[src/rtl/sram_arb.sv]
`default_nettype none
// ============================================================================
// Module      : sram_arb
// Description : Two-port arbiter/sequencer for an external async SRAM.
//               Video reads have priority, bounded by a burst limit
//               while a CPU request is waiting.
// Revision    : 1.0 - initial release
// ============================================================================
module sram_arb #(
    parameter int AW        = 21,
    parameter int DW        = 8,
    parameter int RD_CYCLES = 2,
    parameter int WR_CYCLES = 2,
    parameter int VBURST    = 4
) (
    input  logic          clk,
    input  logic          reset,
    input  logic          v_req,
    input  logic [AW-1:0] v_addr,
    output logic          v_ack,
    output logic [DW-1:0] v_data,
    input  logic          c_req,
    input  logic          c_wr,
    input  logic [AW-1:0] c_addr,
    input  logic [DW-1:0] c_wdata,
    output logic          c_ack,
    output logic [DW-1:0] c_rdata,
    output logic [AW-1:0] sram_addr,
    output logic [DW-1:0] sram_dout,
    output logic          sram_doe,
    input  logic [DW-1:0] sram_din,
    output logic          sram_ce,
    output logic          sram_oe,
    output logic          sram_we
);

    typedef enum logic [1:0] {
        S_IDLE = 2'd0,
        S_RD   = 2'd1,
        S_WR   = 2'd2,
        S_END  = 2'd3
    } state_t;

    // Strobe counters count down to zero, so they are loaded with width-1.
    localparam logic [3:0] C_RD_LOAD = 4'(RD_CYCLES - 1);
    localparam logic [3:0] C_WR_LOAD = 4'(WR_CYCLES - 1);
    localparam logic [3:0] C_VBURST  = 4'(VBURST);

    state_t        r_state, w_state;
    logic [3:0]    r_cnt,   w_cnt;
    logic [3:0]    r_vcnt,  w_vcnt;
    logic          r_gnt_v, w_gnt_v;

    logic [AW-1:0] w_addr;
    logic [DW-1:0] w_dout;
    logic [DW-1:0] w_vdata;
    logic [DW-1:0] w_rdata;
    logic          w_vack;
    logic          w_cack;
    logic          w_ce;
    logic          w_oe;
    logic          w_we;
    logic          w_doe;

    always_comb begin
        w_state = r_state;
        w_cnt   = r_cnt;
        w_vcnt  = r_vcnt;
        w_gnt_v = r_gnt_v;
        w_addr  = sram_addr;
        w_dout  = sram_dout;
        w_vdata = v_data;
        w_rdata = c_rdata;
        w_vack  = 1'b0;
        w_cack  = 1'b0;

        case (r_state)
            S_IDLE: begin
                if (v_req && (!c_req || (r_vcnt < C_VBURST))) begin
                    w_state = S_RD;
                    w_gnt_v = 1'b1;
                    w_addr  = v_addr;
                    w_cnt   = C_RD_LOAD;
                    // Only consecutive grants made while the CPU waits count.
                    w_vcnt  = c_req ? (r_vcnt + 4'd1) : 4'd0;
                end else if (c_req) begin
                    w_gnt_v = 1'b0;
                    w_addr  = c_addr;
                    w_vcnt  = 4'd0;
                    if (c_wr) begin
                        w_state = S_WR;
                        w_cnt   = C_WR_LOAD;
                        w_dout  = c_wdata;
                    end else begin
                        w_state = S_RD;
                        w_cnt   = C_RD_LOAD;
                    end
                end
            end
            S_RD: begin
                if (r_cnt == 4'd0) begin
                    w_state = S_END;
                    w_vack  = r_gnt_v;
                    w_cack  = !r_gnt_v;
                    if (r_gnt_v) begin
                        w_vdata = sram_din;
                    end else begin
                        w_rdata = sram_din;
                    end
                end else begin
                    w_cnt = r_cnt - 4'd1;
                end
            end
            S_WR: begin
                if (r_cnt == 4'd0) begin
                    w_state = S_END;
                    w_cack  = 1'b1;
                end else begin
                    w_cnt = r_cnt - 4'd1;
                end
            end
            S_END: begin
                w_state = S_IDLE;
            end
            default: begin
                w_state = S_IDLE;
            end
        endcase

        // Strobes follow the next state so they are registered alongside it.
        w_ce  = !((w_state == S_RD) || (w_state == S_WR));
        w_oe  = (w_state != S_RD);
        w_we  = (w_state != S_WR);
        w_doe = (w_state == S_WR) || ((w_state == S_END) && (r_state == S_WR));
    end

    always_ff @(posedge clk or posedge reset) begin
        if (reset) begin
            r_state   <= S_IDLE;
            r_cnt     <= 4'd0;
            r_vcnt    <= 4'd0;
            r_gnt_v   <= 1'b0;
            sram_addr <= '0;
            sram_dout <= '0;
            v_data    <= '0;
            c_rdata   <= '0;
            v_ack     <= 1'b0;
            c_ack     <= 1'b0;
            sram_ce   <= 1'b1;
            sram_oe   <= 1'b1;
            sram_we   <= 1'b1;
            sram_doe  <= 1'b0;
        end else begin
            r_state   <= w_state;
            r_cnt     <= w_cnt;
            r_vcnt    <= w_vcnt;
            r_gnt_v   <= w_gnt_v;
            sram_addr <= w_addr;
            sram_dout <= w_dout;
            v_data    <= w_vdata;
            c_rdata   <= w_rdata;
            v_ack     <= w_vack;
            c_ack     <= w_cack;
            sram_ce   <= w_ce;
            sram_oe   <= w_oe;
            sram_we   <= w_we;
            sram_doe  <= w_doe;
        end
    end

endmodule
`default_nettype wire

[config.mk]
export PLATFORM = sky130hd
export DESIGN_NAME = sram_arb
export DESIGN_NICKNAME = d
export VERILOG_FILES = /design/src/rtl/sram_arb.sv
export SDC_FILE = /design/constraint.sdc
export NUM_CORES = 1
export LEC_CHECK = 0
export CORE_UTILIZATION = 40
export CTS_CLUSTER_DIAMETER = 200
export DETAILED_ROUTE_END_ITERATION = 8
export PLACE_DENSITY = 0.76
export SLEW_MARGIN = 20
export SYNTH_ARGS = -nofsm -noshare
export SYNTH_HDL_FRONTEND = slang
export SYNTH_SLANG_ARGS = --single-unit
[constraint.sdc]
create_clock -name clk -period 2.8 [get_ports clk]
set_clock_uncertainty 0.05 [all_clocks]
set_input_delay 0.56 -clock clk [delete_from_list [all_inputs] [get_ports clk]]
set_output_delay 0.56 -clock clk [all_outputs]
set_load 0.01 [all_outputs]
# Word-level counts from Yosys, hierarchy flattened
# Index checks and enable logic that the tools add are counted.
# op_classes
n_mul	0
eq_ne	10
n_addsub	2
n_div	0
order_cmp	1
shift	0
n_reduce_logical	18
mux	21
bitwise_logic	2
# ops
op	count
21-bit two-way mux	2
4-bit two-way mux	6
3-bit AND reduction	3
2-bit equality test, second input constant	4
2-bit two-way mux	4
4-bit one-hot mux with 2 select lines	1
1-bit two-way mux	6
2-bit one-hot mux with 3 select lines	1
4-bit by 1-bit adder with 4-bit output, second input constant	1
2-bit by 1-bit equality test with 1-bit output, second input constant	2
4-bit zero test	1
4-bit by 3-bit < comparator with 1-bit output, second input constant	1
2-bit inequality test, second input constant	2
4-bit AND reduction	1
2-bit nonzero test	2
4-bit by 1-bit subtractor with 4-bit output, second input constant	1
1-bit zero test	3
1-bit logical OR	3
3-bit inequality test, second input constant	1
1-bit logical AND	2
2-bit zero test	1
2-bit by 1-bit inequality test with 1-bit output, second input constant	1
1-bit NOT	2
1-bit one-hot mux with 2 select lines	1
2 further kinds	2
# totals
output_inout_bits	51
ff_bits	62
memories	0
ram_bits	0
inputBits	63
latchBits	0
elab_cells	68
rom_bits	0

# Depth between registers and ports, before layout
# depth
ltp_word	8
depth_mapped	9
ltp_nobuf	8

# Least setup slack after synthesis
# Ideal clock, no wire load.
# synth_timing
path_type	flip-flop to flip-flop
startpoint	reg r_state[0]
endpoint	reg sram_doe
stages_incl_launch_ff	9
setup_time_ns	0.120
arrival_time_ns	1.731
setup_slack_ns	0.899
required_ns	2.630
n_path_buf	1
period_less_slack_ns	1.901
path_cell_list	dfrtp_1 -> inv_1 -> ha_1 -> clkbuf_1 -> o22ai_1 -> a31oi_1 -> inv_1 -> ha_1 -> a31o_2
# synth_via
elab_chain_cells	6
word_cells_on_any_way	13
classes_between	eq/ne: 5; mux: 4; reduce/logical: 4
# synth_lines
element	line	rtl
from (decl)	49	state_t r_state, w_state;
from (signal assigned)	154	r_state <= w_state;
2-bit equality test, or another cell as far along	77, 134	
2-bit OR reduction (no source line) or 2-bit two-way mux (tied branches)	n/a	
2-bit one-hot mux with 3 select lines	77	case (r_state)
2-bit equality test	134	w_doe = (w_state == S_WR) || ((w_state == S_END) && (r_state == S_WR));
1-bit logical AND	134	
1-bit logical OR (*)	134	
net w_doe	63	logic w_doe;
to (signal assigned)	167	sram_doe <= w_doe;
to (decl)	30	output logic sram_doe,
# Mark *: on every way through the listed nets, which the timed path passes. The rest lies on a longest branch.
# A chain may end at the register's enable or synchronous reset.

# Worst setup path in the final report
# layout_timing
startpoint	in c_req
endpoint	reg sram_dout[1]
# layout_via
elab_chain_cells	5
# layout_lines
element	line	rtl
from (decl)	22	input logic c_req,
1-bit zero test	79	if (v_req && (!c_req || (r_vcnt < C_VBURST))) begin
1-bit logical OR	79	
1-bit logical AND	79	
1-bit NOT (no source line)	n/a	
4-bit AND reduction (no source line) (*)	n/a	
to (signal assigned)	159	sram_dout <= w_dout;
to (decl)	29	output logic [DW-1:0] sram_dout,
# Every way passes the cells marked *; elsewhere a longest branch is shown, timed or not.

==> impl_metrics.csv <==
group,metric,value,unit
timing,worst_slew_pin_slew,489,ps
placement,dpl.cell_count,411,
power,leakagePower,1.85,nW
floorplanning,rows,29,
placement,io_buffers,113,
detailed_routing,drt_first_iter_violations,104,
job,max_cap_violations,0,
floorplanning,die_w,84.7,um
critical_path,regToRegStartpoint,"r_cnt[0]$_DFFE_PP0P_",
cells_and_area,mostFrequentLayoutCells,"clkdlybuf4s50_1 (113), dfrtp_1 (59), nand2_1 (29)",
timing,fin_setup_tns,0,ps
grt,antenna_found_initial,0,
timing,hold_violations,0,
critical_path,reg2reg_depth,6,
detailed_routing,drtAntennaViolNets,0,
power,ir_drop,0.000411,V
timing,fin_ws,658,ps
timing,slew_viol_final,0,
logic_synthesis,synth_nets,299,
logic_synthesis,synthTopCellsByArea,"dfrtp_1 (54%), mux2_2 (11%), mux2i_1 (7.7%), o21ai_0 (5.3%), ha_1 (4.6%)",
timing,setup_viol,0,
clock_tree,cts_resized,0,
clock_tree,clk_path_buf_depth,2,
critical_path,cp-startpoint,"c_req",
critical_path,worstSetupPathType,"primary input to flop",
min_path,hp-start,"sram_addr[20]$_DFFE_PP0P_",
critical_path,critPathMaxFanout,8,
detailed_routing,wirelength,5760,um
run_status,outcome,"complete, but fails checks",
critical_path,required,2980,ps
critical_path,startpoint_type,"primary input",
grt,grt_overflow,0,
critical_path,end_kind,"flop",
placement,dpl.hpwl,4310,um
cells_and_area,diodes,0,
cells_and_area,drive_above_1_share,17.1,%
critical_path,critPathArrivalTime,2320,ps
critical_path,critPathMaxStageDelay,660,ps
grt,grt_usage,17.7,%
critical_path,critPathBufInv,1,
timing,fin_crit,2140,ps
critical_path,crit_chain,"clkdlybuf4s50_1, o21ai_2, and2_4, nor3b_4, mux2_2",
clock_tree,cts_sinks,62,
clock_tree,cts_buffers,9,
power,powerDensity,1060,nW/um2
floorplanning,core-area,6490,um2
logic_synthesis,ys_ff_latch,62,
placement,gp_congestion,0.747,
clock_tree,cts_hold_buf,0,
detailed_routing,via_per_inst,4.88,
critical_path,cpMaxStageDelayCell,"clkdlybuf4s50_1",
logic_synthesis,netlist.top_cell.by_area,"dfrtp_1",
floorplanning,ios,114,
logic_synthesis,mappedNetlistArea,2740,um2
timing,period_share,76.5,%
clock_tree,cts_tree,"built",
logic_synthesis,synth_top_cell_area_share,53.9,%
cells_and_area,n_fill_cell,542,
grt,grt_pass1_wl,9830,um
clock_tree,cts-root-buf,"clkbuf_8",
clock_tree,clk-insertion-delay-late,340,ps
cells_and_area,final_nets,418,
cells_and_area,synthToLayoutAreaGrowth,53.3,%
floorplanning,initial_utilization,42.2,%
clock_tree,htree_levels,3,
clock_tree,cts.reportedPaths.clkPinSlew,70,ps
timing,slew_headroom,67.4,%
logic_synthesis,syn_area_per_cell,12.1,um2
min_path,whs_path_depth,2,
detailed_routing,routedWlPerCell,13.5,um
grt,grt_max_degree,48,
grt,grt_pass1_vias,2124,
power,power,4.45,mW
logic_synthesis,netlist_instances,226,
logic_synthesis,synth_cell_types,31,
detailed_routing,dr.pass1.iters,9,
run_status,violations,"design-rule violations",
detailed_routing,drc,9,
floorplanning,die_y,84.7,um
floorplanning,die_area,7180,um2
logic_synthesis,seq_area_frac_synth,56.8,%
logic_synthesis,ys_warn_count,0,
timing,rsz0062_at_grt,"false",
cells_and_area,final_cells,427,
critical_path,cp.depth,5,
critical_path,critPathTopFamily,"buffers and inverters",
cells_and_area,layout_commonest_cell,"clkdlybuf4s50_1",
clock_tree,postCtsSetupBuffers,0,
min_path,holdCritPathClass,"flop to flop",
placement,dp_slack,288,ps
detailed_routing,vias,2084,
timing,fmax,467,MHz
==> final cells by class <==
type / count / area [um2] / area share (%)
sequential: 62 / 1560 / 37.0
timing repair buffer: 116 / 1170 / 27.8
multi-input combinational: 146 / 1120 / 26.7
clock buffer: 9 / 124 / 2.95
clock inverter: 7 / 97.6 / 2.32
tap: 77 / 96.3 / 2.29
inverter: 10 / 37.5 / 0.894
==> cell usage after synthesis <==
| library cell | instances |
|---|---|
| nor2_1 | 1 |
| nor3_1 | 2 |
| a31oi_1 | 2 |
| ha_1 | 10 |
| nor3b_1 | 1 |
| a31o_2 | 1 |
| o31ai_1 | 1 |
| o21ai_2 | 1 |
| nand2_1 | 29 |
| clkbuf_1 | 4 |
| nor2b_1 | 3 |
| o21a_1 | 1 |
| a22o_2 | 1 |
| o41ai_1 | 1 |
| o21ai_0 | 29 |
| dfrtp_1 | 59 |
| nor3b_4 | 2 |
| mux2i_1 | 21 |
| buf_2 | 4 |
| nand3_1 | 3 |
| mux2_2 | 26 |
| a21oi_1 | 1 |
| inv_1 | 10 |
| o22ai_1 | 2 |
| dfstp_2 | 3 |
| and2_1 | 2 |
| nand2_2 | 1 |
| and2_4 | 1 |
| nor2_2 | 1 |
| a22o_1 | 1 |
| or2_2 | 2 |
==> per-layer routing <==
metal | wire (um) | GRT usage (%)
met3 | 420 | 4.72
met1 | 2500 | 22.3
met5 | 0 | 0
met2 | 2750 | 29.0
met4 | 80 | 7.40
==> cells by family after synthesis <==
kind of cell,share of synthesized area (%)
and+or+nand+nor,9.05
AOI/OAI and AO/OA,8.59
buffers and inverters,2.65
DFF,56.8
muxes,18.4
adders and majority gates,4.57
==> worst min-delay path, delay by kind of cell, from the launching register on <==
kind	cells	cell delay, ps
flops	1	340
compound gates	1	60
simple gates	1	50
==> sequential cells by signal (all words and copies together) (netlist names) <==
| signal | cells |
|---|---|
| sram_we | 1 |
| c_ack | 1 |
| r_gnt_v | 1 |
| c_rdata | 8 |
| sram_oe | 1 |
| v_data | 8 |
| r_state | 2 |
| sram_dout | 8 |
| sram_addr | 21 |
| v_ack | 1 |
| r_cnt | 4 |
| r_vcnt | 4 |
| sram_ce | 1 |
| sram_doe | 1 |
==> power breakdown <==
part,total [mW],switching [mW],internal [mW]
Combinational,2.02,0.879,1.14
Sequential,1.56,0.224,1.34
Clock,0.870,0.367,0.503
Total,4.45,1.47,2.97
==> path summary, 6_finish.rpt <==
path | end | slack [ps]
max reg2reg | c_rdata[1]$_DFFE_PP0P_ | 780
min reg2reg | sram_addr[20]$_DFFE_PP0P_ | 430
min in group asynchronous | c_rdata[7]$_DFFE_PP0P_ | 500
min | sram_addr[20]$_DFFE_PP0P_ | 430
max in group asynchronous | sram_ce$_DFF_PP1_ | 1570
max | sram_dout[1]$_DFFE_PP0P_ | 660
==> per-stage QoR <==
stage	utilization (%)	instance area (um2)	hold WS, ps
after floorplan	-	2740	413
after global placement	61.2	3980	409
after detailed placement	61.2	3980	420
after CTS	64.7	4200	435
after global routing	64.7	4200	460
final	64.7	4200	431
Power figures use the tool's default switching activity.
